$ cat src/rtl/led_pattern_driver.sv
// LED bring-up indicator: tick prescaler, PWM generator and OFF/ON/BLINK/BREATHE patterns.
// Defining LED_ACTIVITY_EN adds an activity-flash overlay that inverts the pattern.
module led_pattern_driver #(
  parameter int TICK_DIV      = 46875,
  parameter int PWM_BITS      = 8,
  parameter int BLINK_TICKS   = 128,
  parameter int STRETCH_TICKS = 8
) (
  input  logic       clk_12mhz,
  input  logic       rst_n,
  input  logic [1:0] mode,
  input  logic       activity,
  output logic       led,
  output logic       tick
);

  localparam int DIV_W = (TICK_DIV > 1) ? $clog2(TICK_DIV) : 1;
  localparam int BLK_W = (BLINK_TICKS > 1) ? $clog2(BLINK_TICKS) : 1;
  localparam logic [DIV_W-1:0]    DIV_LAST  = DIV_W'(TICK_DIV - 1);
  localparam logic [BLK_W-1:0]    BLK_LAST  = BLK_W'(BLINK_TICKS - 1);
  localparam logic [PWM_BITS-1:0] DUTY_MAX  = '1;
  localparam logic [PWM_BITS-1:0] DUTY_PRE  = DUTY_MAX - PWM_BITS'(1);
  localparam logic [PWM_BITS-1:0] DUTY_ONE  = PWM_BITS'(1);

  typedef enum logic [1:0] {
    MODE_OFF     = 2'd0,
    MODE_ON      = 2'd1,
    MODE_BLINK   = 2'd2,
    MODE_BREATHE = 2'd3
  } mode_e;

  typedef enum logic {
    BR_UP   = 1'b0,
    BR_DOWN = 1'b1
  } breathe_e;

  logic [DIV_W-1:0]    div_q;
  logic [DIV_W-1:0]    div_d;
  logic                tick_q;
  logic [PWM_BITS-1:0] pwm_q;
  mode_e               mode_q;
  logic                restart;
  logic [BLK_W-1:0]    blink_cnt_q;
  logic                blink_phase_q;
  breathe_e            br_state_q;
  logic [PWM_BITS-1:0] duty_q;
  logic                pwm_out;
  logic                flash;
  logic                pat;
  logic                led_q;

  assign div_d   = (div_q == DIV_LAST) ? '0 : div_q + DIV_W'(1);
  assign restart = (mode != mode_q);
  assign pwm_out = (pwm_q < duty_q);

  // tick_q is precomputed from div_d so it is high exactly while div_q == TICK_DIV-1
  always_ff @(posedge clk_12mhz or negedge rst_n) begin
    if (!rst_n) begin
      div_q  <= '0;
      tick_q <= 1'b0;
      pwm_q  <= '0;
      mode_q <= MODE_OFF;
    end else begin
      div_q  <= div_d;
      tick_q <= (div_d == DIV_LAST);
      pwm_q  <= pwm_q + PWM_BITS'(1);
      mode_q <= mode_e'(mode);
    end
  end

  always_ff @(posedge clk_12mhz or negedge rst_n) begin
    if (!rst_n) begin
      blink_cnt_q   <= '0;
      blink_phase_q <= 1'b1;
    end else if (restart) begin
      blink_cnt_q   <= '0;
      blink_phase_q <= 1'b1;
    end else if (tick_q) begin
      if (blink_cnt_q == BLK_LAST) begin
        blink_cnt_q   <= '0;
        blink_phase_q <= ~blink_phase_q;
      end else begin
        blink_cnt_q <= blink_cnt_q + BLK_W'(1);
      end
    end
  end

  // Breathe ramp turns around on reaching an end value, so duty never wraps.
  always_ff @(posedge clk_12mhz or negedge rst_n) begin
    if (!rst_n) begin
      br_state_q <= BR_UP;
      duty_q     <= '0;
    end else if (restart) begin
      br_state_q <= BR_UP;
      duty_q     <= '0;
    end else if (tick_q) begin
      case (br_state_q)
        BR_UP: begin
          if (duty_q != DUTY_MAX) begin
            duty_q <= duty_q + PWM_BITS'(1);
            if (duty_q == DUTY_PRE) br_state_q <= BR_DOWN;
          end else begin
            br_state_q <= BR_DOWN;
          end
        end
        default: begin
          if (duty_q != '0) begin
            duty_q <= duty_q - PWM_BITS'(1);
            if (duty_q == DUTY_ONE) br_state_q <= BR_UP;
          end else begin
            br_state_q <= BR_UP;
          end
        end
      endcase
    end
  end

`ifdef LED_ACTIVITY_EN
  localparam int STR_W = (STRETCH_TICKS > 0) ? $clog2(STRETCH_TICKS + 1) : 1;
  localparam logic [STR_W-1:0] STR_LOAD = STR_W'(STRETCH_TICKS);

  logic [STR_W-1:0] stretch_cnt_q;

  // A fresh activity strobe reloads the stretch even when a tick lands in the same cycle.
  always_ff @(posedge clk_12mhz or negedge rst_n) begin
    if (!rst_n) begin
      stretch_cnt_q <= '0;
    end else if (activity) begin
      stretch_cnt_q <= STR_LOAD;
    end else if (tick_q && (stretch_cnt_q != '0)) begin
      stretch_cnt_q <= stretch_cnt_q - STR_W'(1);
    end
  end

  assign flash = (stretch_cnt_q != '0);
`else
  logic unused_activity;
  assign unused_activity = activity;
  assign flash           = 1'b0;
`endif

  always_comb begin
    pat = 1'b0;
    case (mode_q)
      MODE_OFF:     pat = 1'b0;
      MODE_ON:      pat = 1'b1;
      MODE_BLINK:   pat = blink_phase_q;
      MODE_BREATHE: pat = pwm_out;
      default:      pat = 1'b0;
    endcase
  end

  always_ff @(posedge clk_12mhz or negedge rst_n) begin
    if (!rst_n) begin
      led_q <= 1'b0;
    end else begin
      led_q <= pat ^ flash;
    end
  end

  assign led  = led_q;
  assign tick = tick_q;

endmodule

$ cat config.mk
export PLATFORM = sky130hd
export DESIGN_NAME = led_pattern_driver
export DESIGN_NICKNAME = d
export VERILOG_FILES = /design/src/rtl/led_pattern_driver.sv
export SDC_FILE = /design/constraint.sdc
export NUM_CORES = 1
export LEC_CHECK = 0
export CORE_MARGIN = 8
export CORE_UTILIZATION = 37
export CTS_CLUSTER_DIAMETER = 150
export CTS_CLUSTER_SIZE = 20
export DETAILED_ROUTE_END_ITERATION = 12
export PLACE_DENSITY = 0.63
export SETUP_SLACK_MARGIN = 0.15
export SYNTH_ARGS = -nofsm -noshare
export SYNTH_HDL_FRONTEND = slang
export SYNTH_SLANG_ARGS = --single-unit
$ cat constraint.sdc
create_clock -name clk_12mhz -period 1.9 [get_ports clk_12mhz]
set_input_delay 0.285 -clock clk_12mhz [delete_from_list [all_inputs] [get_ports clk_12mhz]]
set_output_delay 0.285 -clock clk_12mhz [all_outputs]
set_load 0.01 [all_outputs]
==> impl_summary.txt <==
----------------------------------------------------
[Run status]
  Result of the run ... completed

[Global route]
  Aggregate global-route resource usage ... 0.108
  Pin count of the biggest net entering global routing ... 34
  First-pass GRT wire length ... 8.78 mm
  GRT Residual Overflow ... 0
  Via count of the first global-routing pass ... 1930
  Antenna violations before repair ... 0

[Synthesis]
  Register area share after synthesis ... 0.429
  Number of unique standard cell types used by synthesis ... 57
  Dominant register cell in the synthesized netlist ... sky130_fd_sc_hd__dfrtp_1
  Avg Synthesized Cell Area ... 9.66 um^2
  Mapped Nets ... 293
  Gate count after technology mapping ... 272
  Seq cells post-synth ... 45
  Mapped Area ... 0.00263 mm^2
  Number of flops mapped to enable cells by yosys ... 0
  Async SR Flop Fraction ... 1.00
  Count of synthesis-stage warnings from yosys ... 0

[Power and ir drop]
  Internal power of the cells ... 0.00143 W
  Net Sw Frac ... 0.230
  Power density of the placed cells ... 597 mW/mm^2
  Worst vdd rail ir drop ... 0.000306 V
  LEAKAGE ... 1.27 nW
  Clock group share of total power ... 0.396
  Total power ... 0.00185 W
  Share of power burned in registers ... 0.527
  Combinational fraction of design power ... 0.076
  Total net switching power ... 0.000425 W

[Floorplanning]
  Die Footprint ... 0.0101 mm^2
  Overall die width ... 100 um
  Total core area ... 0.00683 mm^2
  Die Y-Extent ... 100 um
  Boundary pin count ... 7
  Row count ... 30
  Initial Utilization ... 0.385

[Worst hold path]
  Kind of path behind the tightest hold check ... input port to async pin

[Run]
  Count of max-cap constraint violations ... 0

[Clock network]
  Clock latency on the worst-skew pair ... 0.30 ns
  CTS root buffer ... sky130_fd_sc_hd__clkbuf_8
  Maximum clock insertion buffer count ... 2
  Clock-pin slew reported for the worst setup and hold paths after clock tree synthesis ... 0.09 ns
  CTS Sinks ... 45
  H-tree levels ... 2
  CTS buffer count ... 5
  CTS tree ... built

[Layout]
  Share of post-route cells with drive strength above 1 ... 0.220
  Net total in the final layout ... 316
  Non-Filler Cell Area, Final ... 0.00310 mm^2
  ANT cells ... 0
  Filler cell count ... 657
  Area growth from synthesis to final layout ... 17.9%

[Placed design]
  Detailed Place HPWL ... 3.60 mm
  Gp weighted congestion ... 0.870
  Placed instance area ... 0.00286 mm^2
  PortBufs ... 5

[Critical path]
  Cell class contributing the biggest share of worst-path delay ... buffers and inverters
  Critical path type ... register to primary output
  Largest incremental delay on the critical path ... 0.62 ns
  Highest-delay cell along the critical path ... sky130_fd_sc_hd__clkdlybuf4s50_1
  Data required time of the worst path ... 1.62 ns
  Worst path cell trace ... clkdlybuf4s50_1
  Launching point of the worst reg2reg path ... div_q[0]
  Worst setup path startpoint ... tick
  CP Buf/Inv Count ... 1
  Logic depth of the worst setup path including buffers ... 1
  Maximum net fanout on the critical path ... 12
  Worst-case reg-to-reg path depth ... 7
  Data arrival time of the worst path ... 1.50 ns
  Type of destination of the critical path ... primary output
  Critical Path Source Type ... register

[STA]
  Final Critical Period ... 1.78 ns
  Unrepaired setup endpoints after global routing ... yes
  Maximum frequency from static timing analysis ... 0.561 GHz
  Worst slew pin tran ... 0.392 ns
  Total Negative Setup Slacks ... 0 ns
  Final Hold Viols ... 0
  Number of setup violations in the final report ... 0
  Worst slew margin relative to its limit ... 0.739
  Ratio of final minimum period to clock period ... 0.939
  Max Slew Vio Count ... 0
  Maximum clock skew at final layout ... 0.0125 ns

[Detailed routing]
  Number of detailed-route iterations in the first pass ... 4
  Count of vias placed by the detailed router ... 1977
  Number of routed nets with antenna violations ... 0
  1st-iter DRT viols ... 60
  DRC errors left ... 0
  Routed len/inst ... 12.9 um
  DRT Wirelength ... 5.05 mm
  DR vias/cell ... 5.04

----------------------------------------------------
power by group through the flow:
stage,combinational (W),clock [W],sequential [W]
detailed placement,0.000128,0,0.000995
finish,0.000142,0.000733,0.000976
CTS,0.000137,0.000762,0.000975
global placement,0.000126,0,0.000995
floorplan,0.0000645,0,0.000994
global route,0.000160,0.000797,0.000978
sequential cells by signal (all words and copies together) (netlist names):
signal         flops
div_q             16
duty_q             8
mode_q             2
tick               1
blink_cnt_q        7
led                1
br_state_q         1
blink_phase_q      1
pwm_q              8
cells in the mapped netlist (2+ instances only):
cell / instances / share of area
sky130_fd_sc_hd__a21o_1: 3 / 0.0086
sky130_fd_sc_hd__a21oi_1: 13 / 0.025
sky130_fd_sc_hd__a311oi_1: 2 / 0.0067
sky130_fd_sc_hd__and3_1: 4 / 0.0095
sky130_fd_sc_hd__buf_2: 2 / 0.0038
sky130_fd_sc_hd__buf_4: 3 / 0.0086
sky130_fd_sc_hd__clkbuf_1: 3 / 0.0043
sky130_fd_sc_hd__dfrtp_1: 44 / 0.42
sky130_fd_sc_hd__ha_1: 16 / 0.076
sky130_fd_sc_hd__inv_1: 10 / 0.014
sky130_fd_sc_hd__nand2_1: 21 / 0.030
sky130_fd_sc_hd__nand2_2: 2 / 0.0048
sky130_fd_sc_hd__nand2b_1: 5 / 0.012
sky130_fd_sc_hd__nand3_1: 19 / 0.036
sky130_fd_sc_hd__nand3b_1: 2 / 0.0057
sky130_fd_sc_hd__nand4_1: 6 / 0.014
sky130_fd_sc_hd__nor2_1: 27 / 0.039
sky130_fd_sc_hd__nor2_2: 2 / 0.0048
sky130_fd_sc_hd__nor3_1: 4 / 0.0076
sky130_fd_sc_hd__nor4_1: 3 / 0.0071
sky130_fd_sc_hd__o211ai_1: 3 / 0.0086
sky130_fd_sc_hd__o21ai_0: 12 / 0.023
sky130_fd_sc_hd__or3_1: 7 / 0.017
sky130_fd_sc_hd__xnor2_1: 16 / 0.053
sky130_fd_sc_hd__xor2_1: 11 / 0.037
routing by layer:
| layer | wire (um) | global-route usage |
|---|---|---|
| met1 | 2380 | 0.127 |
| met2 | 2500 | 0.186 |
| met3 | 110 | 0.0311 |
| met4 | 53 | 0.0314 |
| met5 | 0 | 0 |
cell families after synthesis:
family | after synthesis | synth area share
simple gates | 118 | 0.248
compound gates | 45 | 0.116
flops | 45 | 0.429
xor+xnor | 27 | 0.0900
buf+inv | 19 | 0.0324
fa+ha+maj | 16 | 0.0762
mux | 2 | 0.00809
cell type report:
class	instances	area, um^2	share of cell area
tap	96	120	0.0387
multi-input combinational	208	1490	0.479
timing repair buffer	24	210	0.0678
clock buffer	6	72.6	0.0234
clock inverter	2	38.8	0.0125
sequential	45	1130	0.365
inverter	11	41.3	0.0133
final timing paths:
path / slack [ns] / to
max: 0.12 / tick
min: 0.40 / pwm_q[7]
max reg2reg: 0.12 / tick
min reg2reg: 0.47 / pwm_q[0]
max in group asynchronous: 0.94 / blink_phase_q
min in group clk_12mhz: 0.47 / pwm_q[0]
what timing repair did:
action / in CTS / in global routing
resized for setup: 2 / 20
setup endpoints to repair: 10 / 18
endpoints found under the hold margin: 12 / 0
hold buffers: 1 / 0
pin swaps: 1 / 5
buffers inserted: 2 / 3
layout by cell type (no fill, tap or decap), types with 8 or more instances in the layout:
| cell type | count |
|---|---|
| sky130_fd_sc_hd__dfrtp_1 | 40 |
| sky130_fd_sc_hd__nor2_1 | 26 |
| sky130_fd_sc_hd__nand2_1 | 21 |
| sky130_fd_sc_hd__nand3_1 | 19 |
| sky130_fd_sc_hd__xnor2_1 | 16 |
| sky130_fd_sc_hd__buf_4 | 15 |
| sky130_fd_sc_hd__ha_1 | 14 |
| sky130_fd_sc_hd__o21ai_0 | 12 |
| sky130_fd_sc_hd__a21oi_1 | 11 |
| sky130_fd_sc_hd__xor2_1 | 11 |
| sky130_fd_sc_hd__inv_1 | 8 |
stage by stage:
stage	std cells	util	setup slack, ns	hold slack [ns]
detailed placement	378	0.419	0.0452	0.204
floorplan	272	-	0.181	-0.0106
finish	392	0.454	0.116	0.398
global route	392	0.454	0.00359	0.430
CTS	389	0.440	0.0910	0.400
global placement	378	0.419	0.0697	0.203
(Power assumes the default switching activity.)
